<file path="config.mk">
export PLATFORM = sky130hd
export DESIGN_NAME = cluster_event_fifo_rx
export DESIGN_NICKNAME = d
export VERILOG_FILES = /design/src/rtl/cluster_evt_fifo_pkg.sv /design/src/rtl/evt_ptr_sync.sv /design/src/rtl/cluster_event_fifo_rx.sv
export SDC_FILE = /design/constraint.sdc
export NUM_CORES = 1
export LEC_CHECK = 0
export BUFFER_PORTS_ARGS = -buffer_cell sky130_fd_sc_hd__buf_2
export CAP_MARGIN = 20
export CORE_MARGIN = 3
export CORE_UTILIZATION = 48
export CTS_CLUSTER_SIZE = 24
export DETAILED_ROUTE_END_ITERATION = 16
export HOLD_SLACK_MARGIN = 0.15
export MAX_ROUTING_LAYER = met4
export PLACE_DENSITY_LB_ADDON = 0.05
export SLEW_MARGIN = 15
export SYNTH_ARGS = -nofsm -noshare
export SYNTH_HDL_FRONTEND = slang
export SYNTH_SLANG_ARGS = --single-unit
</file>
<file path="constraint.sdc">
create_clock -name clk_i -period 5.4 [get_ports clk_i]
set_input_delay 0.27 -clock clk_i [delete_from_list [all_inputs] [get_ports clk_i]]
set_output_delay 0.27 -clock clk_i [all_outputs]
set_load 0.05 [all_outputs]
</file>
<file path="src/rtl/cluster_evt_fifo_pkg.sv">
// Shared helpers for the cluster/SoC asynchronous event FIFO: Gray conversions
// and synchronizer depth limits.
package cluster_evt_fifo_pkg;

    localparam int unsigned MAX_PTR_WIDTH   = 32;
    localparam int unsigned MIN_SYNC_STAGES = 2;

    typedef logic [MAX_PTR_WIDTH-1:0] ptr_t;

    // Narrower pointers are zero-extended into ptr_t; the zero upper bits leave
    // both conversions exact for any width up to MAX_PTR_WIDTH.
    function automatic ptr_t bin2gray(input ptr_t bin);
        return bin ^ (bin >> 1);
    endfunction

    function automatic ptr_t gray2bin(input ptr_t gray);
        ptr_t bin;
        bin = gray;
        for (int i = 1; i < MAX_PTR_WIDTH; i++) begin
            bin = bin ^ (gray >> i);
        end
        return bin;
    endfunction

endpackage

</file>
<file path="src/rtl/evt_ptr_sync.sv">
// Multi-flop synchronizer for a Gray-coded pointer crossing into the local
// clock domain; all stages reset to zero.
module evt_ptr_sync #(
    parameter int unsigned WIDTH  = 4,
    parameter int unsigned STAGES = 2
) (
    input  logic             clk_i,
    input  logic             rst_ni,
    input  logic [WIDTH-1:0] d_i,
    output logic [WIDTH-1:0] q_o
);

    (* async_reg = "true" *) logic [WIDTH-1:0] sync_q [STAGES];

    always_ff @(posedge clk_i or negedge rst_ni) begin
        if (!rst_ni) begin
            for (int i = 0; i < STAGES; i++) begin
                sync_q[i] <= '0;
            end
        end else begin
            sync_q[0] <= d_i;
            for (int i = 1; i < STAGES; i++) begin
                sync_q[i] <= sync_q[i-1];
            end
        end
    end

    assign q_o = sync_q[STAGES-1];

endmodule

</file>
<file path="src/rtl/cluster_event_fifo_rx.sv">
// Cluster-side read half of the async event FIFO. Optional pointer sanity
// check is enabled with CLUSTER_EVT_RX_PTR_CHECK_EN.
module cluster_event_fifo_rx
    import cluster_evt_fifo_pkg::*;
#(
    parameter int unsigned LOG_DEPTH   = 3,
    parameter int unsigned EVNT_WIDTH  = 8,
    parameter int unsigned SYNC_STAGES = 2
) (
    input  logic                                        clk_i,
    input  logic                                        rst_ni,
    input  logic [LOG_DEPTH:0]                          async_events_wptr_i,
    input  logic [2**LOG_DEPTH-1:0][EVNT_WIDTH-1:0]     async_events_data_i,
    output logic [LOG_DEPTH:0]                          async_events_rptr_o,
    output logic                                        evt_valid_o,
    output logic [EVNT_WIDTH-1:0]                       evt_data_o,
    input  logic                                        evt_ready_i,
    output logic [LOG_DEPTH:0]                          fill_o,
    output logic                                        ptr_err_o
);

    localparam int unsigned DEPTH = 2**LOG_DEPTH;
    localparam int unsigned PW    = LOG_DEPTH + 1;
    // Fewer than two stages is not a safe synchronizer, so clamp upward.
    localparam int unsigned SYNC_DEPTH =
        (SYNC_STAGES < MIN_SYNC_STAGES) ? MIN_SYNC_STAGES : SYNC_STAGES;

    logic [PW-1:0]         wgray_s;
    logic [PW-1:0]         wbin_s;
    logic [PW-1:0]         rbin;
    logic [PW-1:0]         rbin_next;
    logic [PW-1:0]         rgray;
    logic [PW-1:0]         fill_calc;
    logic [PW-1:0]         fill_q;
    logic                  empty;
    logic                  pop;
    logic                  out_valid;
    logic [EVNT_WIDTH-1:0] out_data;

    evt_ptr_sync #(
        .WIDTH  (PW),
        .STAGES (SYNC_DEPTH)
    ) u_wptr_sync (
        .clk_i  (clk_i),
        .rst_ni (rst_ni),
        .d_i    (async_events_wptr_i),
        .q_o    (wgray_s)
    );

    assign wbin_s    = PW'(gray2bin(ptr_t'(wgray_s)));
    assign empty     = (wgray_s == rgray);
    assign pop       = !empty && (!out_valid || evt_ready_i);
    assign rbin_next = pop ? rbin + PW'(1) : rbin;
    assign fill_calc = wbin_s - rbin;

    // rgray is derived from rbin_next so both pointers advance on the same edge.
    always_ff @(posedge clk_i or negedge rst_ni) begin
        if (!rst_ni) begin
            rbin   <= '0;
            rgray  <= '0;
            fill_q <= '0;
        end else begin
            rbin   <= rbin_next;
            rgray  <= PW'(bin2gray(ptr_t'(rbin_next)));
            fill_q <= fill_calc;
        end
    end

    always_ff @(posedge clk_i or negedge rst_ni) begin
        if (!rst_ni) begin
            out_valid <= 1'b0;
            out_data  <= '0;
        end else if (pop) begin
            out_valid <= 1'b1;
            out_data  <= async_events_data_i[rbin[LOG_DEPTH-1:0]];
        end else if (evt_ready_i && out_valid) begin
            out_valid <= 1'b0;
        end
    end

`ifdef CLUSTER_EVT_RX_PTR_CHECK_EN
    logic ptr_err_q;

    // A correct writer never runs more than DEPTH entries ahead of us.
    always_ff @(posedge clk_i or negedge rst_ni) begin
        if (!rst_ni) begin
            ptr_err_q <= 1'b0;
        end else if (fill_calc > PW'(DEPTH)) begin
            ptr_err_q <= 1'b1;
        end
    end

    assign ptr_err_o = ptr_err_q;
`else
    assign ptr_err_o = 1'b0;
`endif

    assign async_events_rptr_o = rgray;
    assign evt_valid_o         = out_valid;
    assign evt_data_o          = out_data;
    assign fill_o              = fill_q;

endmodule

</file>
==> reports/summary.txt, run 1 <==
Worst-skew pair later-pin latency -> 310 ps
Minimum clock period -> 1960 ps
Antenna cell count -> 0
Worst IR drop on VDD -> 0.256 mV
DR top layer -> met4
Post-Syn Area per Cell -> 12.3 um^2
Max-Cap Viols -> 0
Cell Pwr Density -> 569 mW/mm^2
Asr flop ratio synth -> 1.00
Syn. warnings -> 0
Clock slew at reported path FFs -> 130 ps
Via Count -> 1322
Final wirelength -> 3.54 mm
Vias in the first global route -> 1418
Syn Nets -> 207
CP Capture Type -> register
Area growth syn-to-layout -> 31.4%
Share of cells above drive strength 1 -> 0.507
Row count -> 20
Final period util -> 0.362
Synth cell types -> 28
CP dominant cell by count -> xor2_1
Drt first pass iters -> 4
Final Worst Setup Slack -> 3440 ps
Fillers -> 246
Largest net degree at the start of global routing -> 29
Leakage Power -> 1.02 nW
Final #Nets -> 295
Sink Count -> 28
Final GP Congestion -> 0.739
Die area -> 0.00408 mm^2
First-pass GRT wire length -> 5.97 mm
# IOs -> 89
Post CTS Setup Buffer Count -> 0
Final Util -> 0.676
DRC viols -> 0
DP Cell Count -> 253
Syn Inst Count -> 131
CP cell instances -> xor2_1, xnor2_1, xor2_1, ha_1, inv_1, a21o_1, a21oi_1, xor2_1
Post-synth EDFFs -> 0
Unrepaired setup endpoints after global routing -> false
Tightest Pin Transition -> 740 ps
Critical path launch point type -> register
Share of synthesized area occupied by flip-flops and latches -> 0.435
Netlist Area Pre-Place -> 0.00161 mm^2
Status -> complete, no violations
CP arrival -> 2210 ps
Max Slew Vio Count -> 0
Root buf cell -> clkbuf_4
Die Ht -> 63.9 um
WL met1 -> 1.32 mm
Core area -> 0.00313 mm^2
Wire length on met3 -> 224 um
Die W -> 63.9 um
Non-filler cells, final -> 261
Slew headroom -> 0.507
H-Tree Depth -> 1
Yosys reg bits -> 28
I/O Buffers -> 87
Critical path type -> reg2reg
Initial antenna violation count -> 0
Total power -> 1.20 mW
Overall Global Routing Usage -> 0.192
Post-Route Setup TNS -> 0 ps
Initial Util -> 0.514
Final setup violation count -> 0
Via density -> 5.07
Primary FF master, synth -> dfrtp_1
TritonCTS clock tree -> done
Clock Tree Buf Depth -> 2
WL met2 -> 1.96 mm
Required time of the critical path -> 5650 ps
Post-DP HPWL -> 2.91 mm
Max stage delay on crit path -> 430 ps
Grt ovf -> 0
Fin Clk Skew -> 2.14 ps
Max FO, Critical Path -> 3
Crit-path slowest cell -> dfrtp_1
Max Fclk -> 511 MHz
Iter 0 DRT Violations -> 25
Post-route ant nets -> 0
Worst slack at placement -> 3270 ps
Hold Crit Class -> in2reg
Final Hold Viols -> 0
Wire per inst -> 13.6 um
TritonCTS Buffers -> 3
timing repair:
item / in CTS / in global routing
hold buffers: 5 / 0
resized for setup: 0 / 0
endpoints found under the hold margin: 32 / 0
state kept, by name, indices dropped and copies added, names as in the netlist:
register / cells
fill_o: 4
u_wptr_sync.sync_q: 4
async_events_rptr_o: 3
rbin: 4
u_wptr_sync.q_o: 4
evt_valid_o: 1
evt_data_o: 8
kinds of logic (layout without fill, tap and decap cells):
family,count (synthesis),count (layout),synth area share
and+or+nand+nor,34,34,0.0855
muxes,16,16,0.224
buffers and inverters,15,101,0.0505
other,1,1,0.00233
xor gates and xnor gates,16,16,0.0871
adders and majority gates,5,5,0.0435
AOI/OAI and AO/OA,16,16,0.0715
DFF,28,28,0.435
cells in the mapped netlist (4+ instances only):
cell type	number	share of area
xnor2_1	5	0.027
buf_4	4	0.019
nand2_1	20	0.047
a31oi_1	8	0.031
nor2_1	9	0.021
ha_1	4	0.031
inv_1	5	0.012
dfrtp_1	28	0.44
mux4_2	16	0.22
xor2_1	11	0.060
final timing paths:
check                                       from            endpoint  slack (ps)  cells after the start
setup reg to reg              u_wptr_sync.q_o[2]           fill_o[3]        3440                      8
hold reg to reg            u_wptr_sync.sync_q[7]  u_wptr_sync.q_o[3]         370                      0
max in group asynchronous                 rst_ni             rbin[0]        4520                      2
hold / removal                       evt_ready_i         evt_valid_o         280                      3
min in group asynchronous                 rst_ni       evt_data_o[0]         470                      2
setup / recovery              u_wptr_sync.q_o[2]           fill_o[3]        3440                      8
routing by layer:
layer | vias up | GRT usage
met5 | - | -
met4 | 0 | 0.0647
met3 | 4 | 0.0351
met2 | 56 | 0.355
met1 | 626 | 0.203
li1 | 636 | -
power by group:
group | internal, mW | switching (mW) | total, mW
clock network | 0.0261 | 0.0548 | 0.0810
registers | 0.290 | 0.115 | 0.405
logic | 0.290 | 0.427 | 0.717
cells in the final DEF, fill, tap and decap left out:
| cell | Yosys | routed |
|---|---|---|
| mux4_2 | 16 | 16 |
| conb_1 | 1 | 1 |
| fa_1 | 1 | 1 |
| a31oi_1 | 8 | 8 |
| nand2b_1 | 2 | 2 |
| a21oi_2 | 1 | 1 |
| clkbuf_4 | 0 | 3 |
| a21oi_1 | 2 | 2 |
| a21o_1 | 1 | 1 |
| inv_1 | 5 | 5 |
| nand2_1 | 20 | 20 |
| xnor2_1 | 5 | 5 |
| nor2_1 | 9 | 9 |
| nor4_1 | 1 | 1 |
| a22oi_1 | 1 | 1 |
| o21ai_0 | 1 | 1 |
| dlygate4sd3_1 | 0 | 5 |
| buf_2 | 2 | 87 |
| nor3_1 | 1 | 1 |
| nand3_1 | 1 | 1 |
| o41a_4 | 1 | 1 |
| inv_2 | 1 | 1 |
| dfrtp_1 | 28 | 27 |
| ha_1 | 4 | 4 |
| dfrtp_2 | 0 | 1 |
| o21ai_1 | 1 | 1 |
| xor2_1 | 11 | 11 |
cell type report:
type	instances	area [um^2]	share of cell area
timing repair buffer	92	485	0.230
sequential	28	702	0.332
clock buffer	3	22.5	0.0107
inverter	6	22.5	0.0107
multi-input combinational	88	827	0.391
tap	44	55.1	0.0260
critical path, delay by kind of cell, from the launching register on:
| family | cells | cell delay, ps |
|---|---|---|
| DFF | 1 | 430 |
| buffers and inverters | 1 | 50 |
| adders and majority gates | 1 | 210 |
| AOI/OAI and AO/OA | 2 | 320 |
| xor gates and xnor gates | 4 | 890 |
per-stage QoR:
step / area [um^2] / hold slack (ps)
5_1_grt: 2110 / 274
3_3_place_gp: 2040 / 306
4_1_cts: 2110 / 276
6_report: 2110 / 282
2_1_floorplan: 1610 / -25.6
3_5_place_dp: 2040 / 310
(Power assumes the default switching activity.)
==> inputs of run 2 (changes only) <==
--- a/config.mk
+++ b/config.mk
@@ -8,7 +8,7 @@
 export BUFFER_PORTS_ARGS = -buffer_cell sky130_fd_sc_hd__buf_2
 export CAP_MARGIN = 20
 export CORE_MARGIN = 3
-export CORE_UTILIZATION = 48
+export CORE_UTILIZATION = 40
 export CTS_CLUSTER_SIZE = 24
 export DETAILED_ROUTE_END_ITERATION = 16
 export HOLD_SLACK_MARGIN = 0.15
==> constraint.sdc (replaced) <==
create_clock -name clk_i -period 1.6 [get_ports clk_i]
set_input_delay 0.08 -clock clk_i [delete_from_list [all_inputs] [get_ports clk_i]]
set_output_delay 0.08 -clock clk_i [all_outputs]
set_load 0.05 [all_outputs]
==> run 2 against run 1 <==
Via count grew 3.6%; routed wire length grew 13%; count of clock-buffer cells in the layout grew 1; combinational power grew to 4.3 times the previous value; the flow now finishes with violations (setup timing); flip-flop and latch count is the same; register-to-register slack lost 3700 ps; maximum frequency grew 7.5%; setup slack lost 3700 ps; sequential share of layout area shrank 4.0 points; critical path depth shrank 2; critical endpoint is now fill_o[1]; total power grew to 3.9 times the previous value.
==> reports/summary.txt, run 2 (synthesized netlist as in run 1, its figures left out) <==
Status -> finished, violations left
Failing checks -> setup timing
Clock Power Share -> 0.091
Crit-path leading delay family -> adder cells
Worst-skew pair later-pin latency -> 270 ps
Final Worst Setup Slack -> -220 ps
Final GP Congestion -> 0.736
Fin Clk Skew -> 2.98 ps
Post-DP HPWL -> 3.16 mm
Largest net degree at the start of global routing -> 29
Hold Crit Class -> in2reg
Die area -> 0.00482 mm^2
Minimum clock period -> 1820 ps
Grt ovf -> 0
Antenna cell count -> 0
Required time of the critical path -> 1770 ps
Post-route ant nets -> 0
Critical path type -> reg2reg
CP cell instances -> xor2_2, xnor2_2, xor2_1, ha_2, fa_2, inv_1
Drt first pass iters -> 4
CP arrival -> 1990 ps
Area growth syn-to-layout -> 50.0%
Switch share -> 0.475
Slew headroom -> 0.597
Final wirelength -> 4.00 mm
TritonCTS Buffers -> 3
Unrepaired setup endpoints after global routing -> true
Initial Util -> 0.427
Final Util -> 0.640
Via Count -> 1370
Final Hold Viols -> 0
Core area -> 0.00377 mm^2
DRC viols -> 0
CP Capture Type -> register
Max-Cap Viols -> 0
CP Buf/Inv Count -> 1
Comb pwr share -> 0.655
Crit-path slowest cell -> fa_2
Max stage delay on crit path -> 530 ps
Max Fclk -> 549 MHz
# IOs -> 89
Overall Global Routing Usage -> 0.170
P_int -> 2.48 mW
Share of cells above drive strength 1 -> 0.622
H-Tree Depth -> 1
Max FFs per register -> 8
Cell Pwr Density -> 1950 mW/mm^2
Die Ht -> 69.4 um
Clock slew at reported path FFs -> 90 ps
Root buf cell -> clkbuf_8
First-pass GRT wire length -> 6.39 mm
Wire per inst -> 14.2 um
Max FO, Critical Path -> 3
Final period util -> 1.14
Clock Tree Buf Depth -> 2
Initial antenna violation count -> 0
Final setup violation count -> 18
Tightest Pin Transition -> 605 ps
Switching power total -> 2.24 mW
Row count -> 22
Most frequent cells in the layout -> buf_2 (87), dfrtp_1 (25), nand2_1 (19)
Sequential cell fraction of total power -> 0.255
Final #Nets -> 310
Worst IR drop on VDD -> 0.956 mV
Max Slew Vio Count -> 0
Post-Route Setup TNS -> -2620 ps
Critical path launch point type -> register
Die W -> 69.4 um
TritonCTS clock tree -> done
Sink Count -> 28
Vias in the first global route -> 1450
Via density -> 4.88
Leakage Power -> 1.14 nW
Commonest non-fill, non-tap cell in the layout -> buf_2
Iter 0 DRT Violations -> 36
I/O Buffers -> 87
-- run 2: changes by cell type in the layout (fill, tap and decap cells not counted), sizes merged --
| cell | change |
|---|---|
| dlygate4sd3 | +1 |
| buf | +13 |
| clkbuf | +2 |
-- run 2: routing by layer --
metal  vias up  global-route usage  routed length (um)
li1        664                   -                   -
met1       651               0.176                1450
met2        53               0.336                2280
met3         2              0.0362                 261
met4         0              0.0195                  13
met5         -                   -                   0
-- run 2: path summary, 6_finish.rpt --
path	to	slack (ps)	from	depth (start not counted)
setup / recovery	fill_o[1]	-220	u_wptr_sync.q_o[3]	6
hold / removal	evt_data_o[4]	320	async_events_data_i[52]	4
setup reg to reg	fill_o[1]	-220	u_wptr_sync.q_o[3]	6
hold reg to reg	u_wptr_sync.q_o[2]	360	u_wptr_sync.sync_q[6]	0
max in group asynchronous	async_events_rptr_o[1]	820	rst_ni	2
min in group asynchronous	evt_data_o[6]	350	rst_ni	2
-- run 2: repair_timing --
| item | in CTS | in global routing |
|---|---|---|
| endpoints found under the setup margin | 13 | 18 |
| setup buffers | 1 | 2 |
| hold buffers | 6 | 0 |
| hold endpoints to repair | 33 | 0 |
| resized for setup | 7 | 15 |
| gates cloned | 0 | 1 |
| pin swaps | 1 | 6 |
-- run 2: worst register-to-register path, cell delays in order (launching register included) --
cell     delay (ps)
dfrtp_1         420
xor2_2          200
xnor2_2         160
xor2_1          170
ha_2            200
fa_2            530
inv_1            40
-- run 2: power groups by stage --
stage | clock (mW) | combinational, mW | sequential [mW]
5_1_grt | 0.467 | 3.33 | 1.24
2_1_floorplan | 0 | 1.54 | 1.85
6_report | 0.428 | 3.09 | 1.20
3_5_place_dp | 0 | 2.89 | 1.18
4_1_cts | 0.447 | 2.99 | 1.17
3_3_place_gp | 0 | 2.82 | 1.18
-- run 2: cell type report --
| type | count | area, um^2 |
|---|---|---|
| Fill cell | 309 | 1360 |
| Multi-Input combinational cell | 88 | 926 |
| Sequential cell | 28 | 704 |
| Timing Repair Buffer | 107 | 646 |
| Tap cell | 48 | 60.1 |
| Clock buffer | 4 | 55.1 |
| Inverter | 6 | 22.5 |
-- run 2: per-stage QoR --
| step | hold WS (ps) | worst slack [ps] | power, mW | cell area [um^2] | cells |
|---|---|---|---|---|---|
| floorplan | -216 | -108 | 3.39 | 1640 | 131 |
| global placement | 123 | -97.2 | 3.99 | 2160 | 267 |
| detailed placement | 126 | -197 | 4.07 | 2160 | 267 |
| CTS | 316 | -209 | 4.60 | 2320 | 278 |
| global route | 344 | -355 | 5.04 | 2410 | 281 |
| finish | 324 | -220 | 4.72 | 2410 | 281 |
==> inputs of run 3 (changes only) <==
--- a/config.mk
+++ b/config.mk
@@ -5,10 +5,11 @@
 export SDC_FILE = /design/constraint.sdc
 export NUM_CORES = 1
 export LEC_CHECK = 0
+export ABC_AREA = 1
 export BUFFER_PORTS_ARGS = -buffer_cell sky130_fd_sc_hd__buf_2
 export CAP_MARGIN = 20
 export CORE_MARGIN = 3
-export CORE_UTILIZATION = 40
+export CORE_UTILIZATION = 42
 export CTS_CLUSTER_SIZE = 24
 export DETAILED_ROUTE_END_ITERATION = 16
 export HOLD_SLACK_MARGIN = 0.15
==> run 3 against run 2 <==
The run still ends with setup timing left; maximum frequency increased by 3.2%; largest power group unchanged; routed wire length increased by 18%; sequential power decreased by 6%; via count increased by 39%; first-iteration DRC count increased by 130%; final cell count increased by 41%; highest routed layer unchanged.
==> reports/summary.txt, run 3 <==
Status -> finished, violations left
Failing checks -> setup timing
Share of cells above drive strength 1 -> 0.349
Worst IR drop on VDD -> 0.969 mV
Most frequent cells in the layout -> buf_2 (87), nor2_1 (50), nand2_1 (45)
CP cell instances -> xor2_2, xor2_1, xor2_1, ha_2, fa_1, xnor2_1
Hold Crit Class -> in2reg
CP dominant cell by count -> xor2_1
Max FFs per register -> 8
Post-Syn Area per Cell -> 7.31 um^2
Die W -> 71.6 um
Clock slew at reported path FFs -> 90 ps
H-Tree Depth -> 1
Syn Nets -> 323
CP Capture Type -> register
Root buf cell -> clkbuf_8
Final period util -> 1.10
Commonest non-fill, non-tap cell in the layout -> buf_2
Required time of the critical path -> 1760 ps
Antenna cell count -> 0
Initial Util -> 0.442
Fin Clk Skew -> 5.85 ps
Max Slew Vio Count -> 0
Final Worst Setup Slack -> -165 ps
Leakage Power -> 1.31 nW
CP Launch Point -> u_wptr_sync.q_o[2]
Via density -> 4.78
Grt ovf -> 0
Die Ht -> 71.6 um
Drt first pass iters -> 4
Largest net degree at the start of global routing -> 29
Final GP Congestion -> 0.772
Synth cell types -> 27
# IOs -> 89
Post-Route Setup TNS -> -421 ps
Max stage delay on crit path -> 420 ps
CP arrival -> 1920 ps
Via Count -> 1899
Syn Inst Count -> 247
Critical path launch point type -> register
DP Cell Count -> 384
Synth area leader -> dfrtp_1
Multi-input gate area -> 975 um^2
First-pass GRT wire length -> 8.02 mm
Yosys reg bits -> 28
Fillers -> 401
Sink Count -> 28
Post-route ant nets -> 0
Minimum clock period -> 1760 ps
Reg-to-Reg Start -> u_wptr_sync.q_o[2]
Post-synth EDFFs -> 0
I/O Buffers -> 87
Count leader, synth -> nor2_1
Overall Global Routing Usage -> 0.200
Cell Pwr Density -> 1920 mW/mm^2
Max Fclk -> 567 MHz
Yosys top cell area share -> 0.388
Max FO, Critical Path -> 2
Asr flop ratio synth -> 1.00
Critical path type -> reg2reg
Share of synthesized area occupied by flip-flops and latches -> 0.388
Register area -> 701 um^2
Iter 0 DRT Violations -> 84
Core area -> 0.00409 mm^2
Final setup violation count -> 3
TritonCTS Buffers -> 3
TritonCTS clock tree -> done
Non-filler cells, final -> 397
Total power -> 4.78 mW
Synth top area cells -> dfrtp_1 (39%), o21ai_0 (13%), nor2_1 (10%), nand2_1 (9.3%), inv_1 (3.1%)
Netlist Area Pre-Place -> 0.00181 mm^2
Worst-skew pair later-pin latency -> 270 ps
Primary FF master, synth -> dfrtp_1
Final #Nets -> 425
Hold path start -> async_events_data_i[10]
Max-Cap Viols -> 0
DRC viols -> 0
Wire per inst -> 11.9 um
Tightest Pin Transition -> 648 ps
Unrepaired setup endpoints after global routing -> true
Commonest cells post-synth -> nor2_1 (50), o21ai_0 (46), nand2_1 (45), dfrtp_1 (28), inv_1 (15)
Initial antenna violation count -> 0
Final wirelength -> 4.74 mm
Vias in the first global route -> 1809
Slew headroom -> 0.568
Syn. warnings -> 0
Final Hold Viols -> 0
Crit-path slowest cell -> dfrtp_1
Clock Tree Buf Depth -> 2
Die area -> 0.00512 mm^2
Post-DP HPWL -> 3.55 mm
Area growth syn-to-layout -> 37.7%
Row count -> 23
## run 3: kinds of logic (layout without fill, tap and decap cells)
| logic type | count (synthesis) | count (layout) | synth area share |
|---|---|---|---|
| other | 1 | 1 | 0.00208 |
| adders and majority gates | 5 | 5 | 0.0388 |
| AOI/OAI and AO/OA | 61 | 61 | 0.183 |
| buffers and inverters | 31 | 130 | 0.0866 |
| DFF | 28 | 28 | 0.388 |
| and+or+nand+nor | 114 | 115 | 0.268 |
| xor gates and xnor gates | 7 | 7 | 0.0339 |
## run 3: metal layers
metal  vias to the layer above  part of all wire  GRT usage
li1                       1000                 -          -
met1                       837              0.44      0.252
met2                        60              0.49      0.335
met3                         2             0.068     0.0421
met4                         0            0.0051     0.0376
met5                         -                 0          -
## run 3: worst paths after layout
check                                         end  slack, ps  depth (start not counted)
hold reg to reg                u_wptr_sync.q_o[0]        360                          0
min in group asynchronous           evt_data_o[4]        370                          2
setup reg to reg                        fill_o[2]       -160                          6
setup / recovery                        fill_o[2]       -160                          6
max in group asynchronous  async_events_rptr_o[0]        810                          2
hold / removal                      evt_data_o[2]        180                          5
## run 3: worst max-delay path: cells and delay by family, from the launching register on
family,cells,cell delay (ps)
flip-flops,1,420
adder cells (fa/ha/maj),2,560
XOR/XNOR,4,670
## run 3: what timing repair did
| action | in CTS | in global routing |
|---|---|---|
| pin swaps | 2 | 3 |
| cloned | 0 | 1 |
| resized for setup | 1 | 3 |
| hold endpoints to repair | 32 | 0 |
| buffers inserted | 1 | 3 |
| hold buffers | 5 | 0 |
| setup endpoints to repair | 3 | 10 |
## run 3: area by class of cell
cell class | instances | area share
Multi-Input combinational cell | 189 | 0.392
Sequential cell | 28 | 0.282
Timing Repair Buffer | 110 | 0.259
Inverter | 17 | 0.0256
Tap cell | 50 | 0.0251
Clock buffer | 3 | 0.0166
## run 3: per-stage QoR
stage | worst slack, ps | util | cell area (um^2) | hold slack [ps]
3_5_place_dp | -178 | 0.574 | 2340 | 139
2_1_floorplan | -212 | - | 1810 | -216
5_1_grt | -258 | 0.609 | 2490 | 213
6_report | -165 | 0.609 | 2490 | 177
3_3_place_gp | -143 | 0.574 | 2340 | 139
4_1_cts | -166 | 0.600 | 2450 | 171
## run 3: report_power, final
group | internal, mW | switching [mW]
logic | 1.12 | 2.16
registers | 0.978 | 0.150
clock network | 0.169 | 0.207
total | 2.26 | 2.52
